[src/rtl/uart_pkg.sv]
// Shared UART constants and types.
// Used by the transmit buffer and its FIFO.
package uart_pkg;

  localparam int UART_DATA_W = 8;

  typedef enum logic [1:0] {
    IDLE,
    LAUNCH,
    WAIT_DONE
  } txbuf_state_e;

  // Bits needed to hold a count of 0..n inclusive.
  function automatic int cnt_width(input int n);
    return (n < 2) ? 1 : $clog2(n + 1);
  endfunction

endpackage

[src/rtl/uart_sync_fifo.sv]
// Synchronous byte FIFO with occupancy and flush.
// Push is refused when full or flushing; pop is ignored when empty.
module uart_sync_fifo
  import uart_pkg::*;
#(
  parameter int W     = UART_DATA_W,
  parameter int DEPTH = 16,
  localparam int AW   = $clog2(DEPTH),
  localparam int LW   = AW + 1
) (
  input  logic          clk,
  input  logic          rst,
  input  logic          push,
  input  logic [W-1:0]  wdata,
  input  logic          pop,
  output logic [W-1:0]  rdata,
  input  logic          flush,
  output logic          full,
  output logic          empty,
  output logic [LW-1:0] level
);

  logic [W-1:0]  mem_q [DEPTH];
  logic [AW-1:0] wr_ptr_q, wr_ptr_d;
  logic [AW-1:0] rd_ptr_q, rd_ptr_d;
  logic [LW-1:0] level_q, level_d;
  logic          do_push;
  logic          do_pop;

  assign full    = (level_q == LW'(DEPTH));
  assign empty   = (level_q == '0);
  assign level   = level_q;
  assign rdata   = mem_q[rd_ptr_q];
  assign do_push = push & ~full & ~flush;
  assign do_pop  = pop & ~empty;

  // Next pointers and occupancy; flush wins over push/pop.
  always_comb begin
    wr_ptr_d = wr_ptr_q;
    rd_ptr_d = rd_ptr_q;
    level_d  = level_q;
    if (flush) begin
      wr_ptr_d = '0;
      rd_ptr_d = '0;
      level_d  = '0;
    end else begin
      if (do_push) wr_ptr_d = wr_ptr_q + AW'(1);
      if (do_pop)  rd_ptr_d = rd_ptr_q + AW'(1);
      unique case (1'b1)
        do_push & ~do_pop: level_d = level_q + LW'(1);
        do_pop & ~do_push: level_d = level_q - LW'(1);
        default:           level_d = level_q;
      endcase
    end
  end

  // Pointer and level registers.
  always_ff @(posedge clk or posedge rst) begin
    if (rst) begin
      wr_ptr_q <= '0;
      rd_ptr_q <= '0;
      level_q  <= '0;
    end else begin
      wr_ptr_q <= wr_ptr_d;
      rd_ptr_q <= rd_ptr_d;
      level_q  <= level_d;
    end
  end

  // Storage array, written only on an accepted push.
  always_ff @(posedge clk) begin
    if (do_push) mem_q[wr_ptr_q] <= wdata;
  end

endmodule

[src/rtl/uart_tx_buffer.sv]
// Byte FIFO plus drain FSM feeding uart_tx one frame at a time.
// Optional refused-write counter: define UART_TXBUF_OVF_CNT_EN.
module uart_tx_buffer
  import uart_pkg::*;
#(
  parameter int DATA_W  = UART_DATA_W,
  parameter int DEPTH   = 16,
  parameter int BUSY_TO = 64,
  localparam int LW     = $clog2(DEPTH) + 1
) (
  input  logic              clk,
  input  logic              rst,
  input  logic              wr_valid,
  input  logic [DATA_W-1:0] wr_data,
  output logic              wr_ready,
  input  logic              flush,
  output logic              tx_start,
  output logic [DATA_W-1:0] tx_data,
  input  logic              tx_busy,
  output logic [LW-1:0]     level,
  output logic              empty,
`ifdef UART_TXBUF_OVF_CNT_EN
  output logic [15:0]       ovf_cnt,
`endif
  output logic              to_err
);

  localparam int CW = cnt_width(BUSY_TO);

  txbuf_state_e      state_q, state_d;
  logic              tx_start_q, tx_start_d;
  logic [DATA_W-1:0] tx_data_q, tx_data_d;
  logic              to_err_q, to_err_d;
  logic [CW-1:0]     cnt_q, cnt_d;
  logic              pop;
  logic              full;
  logic [DATA_W-1:0] head;

  uart_sync_fifo #(
    .W     (DATA_W),
    .DEPTH (DEPTH)
  ) u_fifo (
    .clk   (clk),
    .rst   (rst),
    .push  (wr_valid),
    .wdata (wr_data),
    .pop   (pop),
    .rdata (head),
    .flush (flush),
    .full  (full),
    .empty (empty),
    .level (level)
  );

  assign wr_ready = ~full;
  assign tx_start = tx_start_q;
  assign tx_data  = tx_data_q;
  assign to_err   = to_err_q;

  // Drain FSM: launch a byte, wait for busy to rise, then to fall.
  always_comb begin
    state_d    = state_q;
    tx_start_d = 1'b0;
    to_err_d   = 1'b0;
    tx_data_d  = tx_data_q;
    cnt_d      = cnt_q;
    pop        = 1'b0;
    unique case (state_q)
      IDLE: begin
        if (!empty && !tx_busy) begin
          pop        = 1'b1;
          tx_data_d  = head;
          tx_start_d = 1'b1;
          cnt_d      = '0;
          state_d    = LAUNCH;
        end
      end
      LAUNCH: begin
        if (tx_busy) begin
          state_d = WAIT_DONE;
        end else if (cnt_q == CW'(BUSY_TO - 1)) begin
          to_err_d = 1'b1;
          state_d  = IDLE;
        end else begin
          cnt_d = cnt_q + CW'(1);
        end
      end
      WAIT_DONE: begin
        if (!tx_busy) state_d = IDLE;
      end
      default: state_d = IDLE;
    endcase
  end

  // FSM state and its registered outputs.
  always_ff @(posedge clk or posedge rst) begin
    if (rst) begin
      state_q    <= IDLE;
      tx_start_q <= 1'b0;
      tx_data_q  <= '0;
      to_err_q   <= 1'b0;
      cnt_q      <= '0;
    end else begin
      state_q    <= state_d;
      tx_start_q <= tx_start_d;
      tx_data_q  <= tx_data_d;
      to_err_q   <= to_err_d;
      cnt_q      <= cnt_d;
    end
  end

`ifdef UART_TXBUF_OVF_CNT_EN
  logic [15:0] ovf_q, ovf_d;

  assign ovf_cnt = ovf_q;

  // Saturating count of refused writes; flush clears it.
  always_comb begin
    ovf_d = ovf_q;
    if (flush) begin
      ovf_d = '0;
    end else if (wr_valid && !wr_ready && ovf_q != 16'hFFFF) begin
      ovf_d = ovf_q + 16'd1;
    end
  end

  // Overflow counter register.
  always_ff @(posedge clk or posedge rst) begin
    if (rst) ovf_q <= '0;
    else     ovf_q <= ovf_d;
  end
`endif

endmodule

[config.mk]
export PLATFORM = sky130hd
export DESIGN_NAME = uart_tx_buffer
export DESIGN_NICKNAME = d
export VERILOG_FILES = /design/src/rtl/uart_pkg.sv /design/src/rtl/uart_sync_fifo.sv /design/src/rtl/uart_tx_buffer.sv
export SDC_FILE = /design/constraint.sdc
export NUM_CORES = 1
export LEC_CHECK = 0
export ABC_AREA = 1
export ABC_CLOCK_PERIOD_IN_PS = 2500
export CORE_AREA = 10 10 127 129
export DETAILED_ROUTE_END_ITERATION = 16
export DIE_AREA = 0 0 137 139
export PLACE_DENSITY = 0.64
export SLEW_MARGIN = 20
export SYNTH_ARGS = -nofsm -noshare
export SYNTH_HDL_FRONTEND = slang
export SYNTH_SLANG_ARGS = --single-unit
[constraint.sdc]
create_clock -name clk -period 2.5 [get_ports clk]
set_input_delay 0.25 -clock clk [delete_from_list [all_inputs] [get_ports clk]]
set_output_delay 0.25 -clock clk [all_outputs]
set_load 0.005 [all_outputs]
==> out/summary.txt, run 1 <==
Worst Path Arrival -> 2430 ps
Remaining Overflow, GRT -> 0
GRT Util Overall -> 0.159
post-cts resize count -> 0
Initial DRT Pass Iterations -> 5
Die W -> 137 um
# DRC -> 0
Max clock buf depth -> 2
CP max-delay cell -> dfrtp_1
worst slew pin tran -> 670 ps
final hold vios -> 0
pin count of the biggest net entering global routing -> 67
layout cell share with drive strength beyond 1 -> 0.123
Clk Latency, worst-skew pair -> 420 ps
Hold Path Class -> input pin to asynchronous set/reset pin
cts hold-fix bufs -> 0
adder-cell area share of the yosys netlist -> 0.0149
Final Net Count -> 620
first-pass GRT wire length -> 23400 um
Net Sw Frac -> 0.301
status -> complete, no violations
setup TNS -> 0 ps
CTS tree -> yes
Yosys Warn Count -> 0
Syn Inst Count -> 557
worst path cell trace -> nor2_2 > nand3_2 > nand2_4 > inv_4 > nand2_2 > inv_2 > ha_1 > inv_1 > nor2_1 > nor2_1 > nand3_1 > nand3_1 > nand2_1
Slew Limit Fails -> 0
Crit. End Element -> flop
register share of total power -> 0.432
fin crit period -> 2120 ps
Top Ports -> 30
VDD IR-drop max -> 0.000514 V
area fraction in and, or, nand and nor cells after synthesis -> 0.126
post-synthesis mux area share -> 0
number of synthesized register bits -> 160
Post-Syn Nets -> 578
Final Total Pwr -> 7.36 mW
Die ar. -> 19000 sq um
Post-Syn Area -> 6710 sq um
Routed WL -> 14700 um
Fmax achieved -> 0.472 GHz
Compound-Gate Fraction of Synth Area -> 0.122
count of cell types in the netlist -> 36
Rows -> 43
Pint -> 5.14 mW
CTS buffer count -> 17
clk_skew -> 8.85 ps
required time of the critical path -> 2810 ps
number of global-route vias before repair -> 4265
Worst Setup Start Kind -> flop
clock network fraction of total power -> 0.326
average routed wire per standard cell -> 18.6 um
ys async rst share -> 0.200
Crit Path Category -> flop to flop
Final WS setup -> 382 ps
power density over the cells -> 943 nW/um^2
number of synthesized flops with an enable pin -> 128
Starting DRT DRC Count -> 321
Slew headroom -> 0.554
DP Worst Slack -> 219 ps
final setup fails -> 0
Fill cells -> 1106
Main synth FF type -> edfxtp_1
reg2reg path depth -> 13
number of H-tree levels -> 4
chip height -> 139 um
max_cap viols -> 0
Pleak -> 2.81 nW
syn_area_per_cell -> 12.1 sq um
P&R area growth vs syn -> 16.1%
initial antenna violation count -> 0
postcts setup bufs -> 0
register area share after synthesis -> 0.692
vias -> 4421
crit-path max FO -> 12
Switch Pwr -> 2.21 mW
Starting Density -> 0.491
last weighted congestion value of the routability-driven placer -> 0.843
RSZ-0062 raised after global routing -> no
largest family of logic cells by synthesized area -> simple AND/OR/NAND/NOR gates
CTS root buffer -> clkbuf_16
hpwl dp -> 9320 um
Avg Vias per Cell -> 5.58
CP peak stage delay -> 440 ps
Comb pwr share -> 0.242
share of the clock period used by the worst path after layout -> 0.847
Synth Area in XOR/XNOR -> 0.00130
Core ar. -> 13700 sq um
clock-pin slew on the worst setup and hold paths -> 60 ps
clk sinks -> 160
antenna fix cells -> 0
Antenna Nets Post-Route -> 0
Port Buffers -> 29
-- cell families after synthesis --
logic type                 Yosys count
adders and majority gates            8
AOI/OAI and AO/OA                  136
buffers and inverters               62
DFF                                160
xor gates and xnor gates             1
and+or+nand+nor                    190
-- flip-flops by register name, summed over array words and instances, names as in the netlist --
name / count
u_fifo.mem_q: 128
cnt_q: 7
u_fifo.level: 5
u_fifo.wr_ptr_q: 4
to_err: 1
tx_start: 1
u_fifo.rd_ptr_q: 4
state_q: 2
tx_data: 8
-- cell usage after synthesis (7+ instances only) --
library cell	count	share of area
o22ai_1	13	0.012
nand3_1	22	0.016
ha_1	8	0.015
clkbuf_1	12	0.0067
o221ai_1	16	0.021
nor2_1	93	0.052
dfrtp_1	32	0.12
buf_2	7	0.0052
o21ai_0	66	0.049
inv_1	25	0.014
a31oi_1	8	0.0075
nor3_1	11	0.0082
o21ai_1	9	0.0067
o211ai_1	16	0.018
nand2_1	46	0.026
edfxtp_1	128	0.57
-- worst max-delay path: cells and delay by family, from the launching register on --
family                   cells  cell delay (ps)
adder cells (fa/ha/maj)      1              310
buffers and inverters        3              230
flip-flops                   1              440
AND/OR/NAND/NOR              9             1020
-- metrics by stage --
stage | hold slack (ps) | utilization | area (sq um) | cells
after floorplan | 322 | - | 6710 | 557
after global placement | 508 | 0.530 | 7240 | 760
after detailed placement | 540 | 0.530 | 7240 | 760
after CTS | 248 | 0.571 | 7800 | 792
after global routing | 279 | 0.571 | 7800 | 792
final | 234 | 0.571 | 7800 | 792
-- cell type report --
class                           instances  area [sq um]  area share
Clock inverter                          9          85.1      0.0109
Inverter                               33           128      0.0164
Sequential cell                       160          4650       0.596
Timing Repair Buffer                   52           475      0.0610
Tap cell                              180           225      0.0289
Multi-Input combinational cell        335          1770       0.227
Clock buffer                           23           468      0.0600
-- layout by cell type, fill, tap and decap left out, types with 5 or more instances in the layout --
cell type / count
clkbuf_16: 17
nand3_2: 5
ha_1: 8
nand2_1: 46
buf_4: 22
o21ai_1: 9
nand3_1: 22
o221ai_1: 16
o22ai_1: 13
nor2_1: 93
o21ai_0: 66
inv_1: 25
a21oi_1: 5
clkdlybuf4s50_1: 29
a31oi_1: 8
edfxtp_1: 128
dfrtp_1: 31
o211ai_1: 16
nor3_1: 11
inv_2: 5
-- power by group through the flow --
| stage | logic (mW) | clock network, mW | registers, mW |
|---|---|---|---|
| after floorplan | 1.20 | 0 | 3.22 |
| after global placement | 1.74 | 0 | 3.23 |
| after detailed placement | 1.79 | 0 | 3.23 |
| after CTS | 1.80 | 2.43 | 3.18 |
| after global routing | 1.99 | 2.56 | 3.20 |
| final | 1.78 | 2.40 | 3.18 |
-- path summary, 6_finish.rpt --
path                                                   to                         from  slack [ps]
min in group clk                         to_err$_DFF_PP0_                      tx_busy         450
max in group asynchronous  u_fifo.rd_ptr_q[0]$_DFFE_PP0P_                          rst        1920
setup reg to reg              u_fifo.level[4]$_DFFE_PP0P_  u_fifo.level[2]$_DFFE_PP0P_         380
hold reg to reg                    tx_data[5]$_DFFE_PP0N_       tx_data[5]$_DFFE_PP0N_         550
hold / removal                     state_q[0]$_DFFE_PP0P_                          rst         230
setup / recovery              u_fifo.level[4]$_DFFE_PP0P_  u_fifo.level[2]$_DFFE_PP0P_         380
-- routing by layer --
layer | vias to the layer above | GRT usage | part of all wire
li1 | 2097 | - | -
met5 | - | 0 | 0
met2 | 134 | 0.245 | 0.48
met3 | 17 | 0.0395 | 0.067
met4 | 0 | 0.0544 | 0.013
met1 | 2173 | 0.214 | 0.44
No activity file was read; power rests on OpenSTA's default activity.
==> inputs of run 2 (changes only) <==
--- a/config.mk
+++ b/config.mk
@@ -6,7 +6,7 @@
 export NUM_CORES = 1
 export LEC_CHECK = 0
 export ABC_AREA = 1
-export ABC_CLOCK_PERIOD_IN_PS = 2500
+export ABC_CLOCK_PERIOD_IN_PS = 2120
 export CORE_AREA = 10 10 127 129
 export DETAILED_ROUTE_END_ITERATION = 16
 export DIE_AREA = 0 0 137 139
==> constraint.sdc (replaced) <==
create_clock -name clk -period 2.12 [get_ports clk]
set_input_delay 0.212 -clock clk [delete_from_list [all_inputs] [get_ports clk]]
set_output_delay 0.212 -clock clk [all_outputs]
set_load 0.005 [all_outputs]
==> run 2 against run 1 <==
Effect of this change: final area increased by 1.5%; sequential cell count unchanged; routed wire length increased by 2.8%; via count increased by 2.0%; global-route usage increased by 0.45 points; worst hold slack got worse by 77 ps; utilization increased by 0.88 points; critical path type is now flop to output pin; highest routed layer unchanged.
==> out/summary.txt, run 2 (same netlist as run 1, synthesis figures left out) <==
initial antenna violation count -> 0
dpl cell area -> 7320 sq um
Port Buffers -> 29
pin count of the biggest net entering global routing -> 39
final setup fails -> 0
first-pass GRT wire length -> 24000 um
Worst Setup Start Kind -> flop
Largest Register -> u_fifo.mem_q
CP max-delay cell -> clkdlybuf4s50_1
Slew headroom -> 0.583
Final Net Count -> 630
Crit. End Element -> output pin
chip height -> 139 um
met2 usage -> 0.263
last weighted congestion value of the routability-driven placer -> 0.814
Crit Path Category -> flop to output pin
number of global-route vias before repair -> 4468
clock-pin slew on the worst setup and hold paths -> 60 ps
Slew Limit Fails -> 0
worst slew pin tran -> 624 ps
worst path cell trace -> nor2_4 > nand3_2 > buf_4 > inv_1 > clkdlybuf4s50_1
Fmax achieved -> 0.493 GHz
Pleak -> 2.87 nW
Max clock buf depth -> 2
vias -> 4510
Largest register FFs -> 128
commonest non-fill, non-tap cell in the layout -> edfxtp_1
GRT Util Overall -> 0.164
VDD IR-drop max -> 0.000601 V
Die W -> 137 um
Core ar. -> 13700 sq um
Avg Vias per Cell -> 5.62
Rows -> 43
CTS root buffer -> clkbuf_16
post-route cell area -> 7920 sq um
gr busiest metal -> met2
final hold vios -> 0
Hold Path Class -> input pin to asynchronous set/reset pin
Routed WL -> 15100 um
met3 usage -> 0.0348
CP delay by family, top -> buffers and inverters
fin crit period -> 2030 ps
CTS tree -> yes
Starting DRT DRC Count -> 335
status -> complete, no violations
average routed wire per standard cell -> 18.8 um
CTS buffer count -> 17
Buf/Inv on CP -> 3
cts hold-fix bufs -> 0
P&R area growth vs syn -> 17.9%
power density over the cells -> 1130 nW/um^2
Top Ports -> 30
Remaining Overflow, GRT -> 0
Antenna Nets Post-Route -> 0
GR Layer Usage met1 -> 0.211
CP peak stage delay -> 490 ps
crit-path max FO -> 4
hpwl dp -> 9620 um
number of H-tree levels -> 4
Initial DRT Pass Iterations -> 5
share of the clock period used by the worst path after layout -> 0.958
Clk Latency, worst-skew pair -> 420 ps
clk sinks -> 160
required time of the critical path -> 1910 ps
Worst Path Arrival -> 1820 ps
antenna fix cells -> 0
most frequent cells in the layout -> edfxtp_1, nor2_1, o21ai_0, nand2_1, buf_4
layout cell share with drive strength beyond 1 -> 0.145
# DRC -> 0
Die ar. -> 19000 sq um
hold_ws -> 157 ps
max_cap viols -> 0
Starting Density -> 0.491
clk_skew -> 9.74 ps
## run 2: worst paths after layout
kind	start	to	slack, ps	cells past startpoint
max	u_fifo.level[3]$_DFFE_PP0P_	empty	90	5
min	rst	cnt_q[1]$_DFFE_PP0P_	160	2
max reg2reg	u_fifo.level[3]$_DFFE_PP0P_	u_fifo.level[4]$_DFFE_PP0P_	140	13
min reg2reg	cnt_q[2]$_DFFE_PP0P_	cnt_q[2]$_DFFE_PP0P_	530	2
max in group asynchronous	rst	tx_data[3]$_DFFE_PP0N_	1370	3
min in group clk	tx_busy	to_err$_DFF_PP0_	420	2
## run 2: stage by stage
step / power, mW / cells / utilization / TNS, ps / setup WS, ps
floorplan: 5.21 / 557 / - / 0 / 295
global placement: 5.94 / 768 / 0.535 / 0 / 49.8
detailed placement: 6.01 / 768 / 0.535 / 0 / 1.56
CTS: 8.95 / 800 / 0.578 / 0 / 109
global route: 9.39 / 802 / 0.579 / -28.9 / -28.9
finish: 8.94 / 802 / 0.579 / 0 / 89.9
## run 2: where the power goes
| group | switching, mW | internal [mW] | total (mW) | leakage, nW |
|---|---|---|---|---|
| Clock | 1.18 | 1.77 | 2.96 | 0.274 |
| Combinational | 1.36 | 0.879 | 2.23 | 1.03 |
| Sequential | 0.143 | 3.61 | 3.75 | 1.56 |
## run 2: final cells by class
type,count,area [sq um]
Clock inverter,11,128
Sequential cell,160,4650
Inverter,33,128
Fill cell,1110,5750
Timing Repair Buffer,62,563
Clock buffer,21,450
Multi-Input combinational cell,335,1780
Tap cell,180,225
## run 2: per-layer routing
layer,routed length [um],up-vias
met5,0,-
met4,298,0
met3,774,23
met2,7350,126
met1,6680,2237
li1,-,2124
## run 2: what timing repair did
item | CTS | global route
endpoints found under the setup margin | 0 | 2
resized for setup | 0 | 3
buffers inserted | 0 | 2
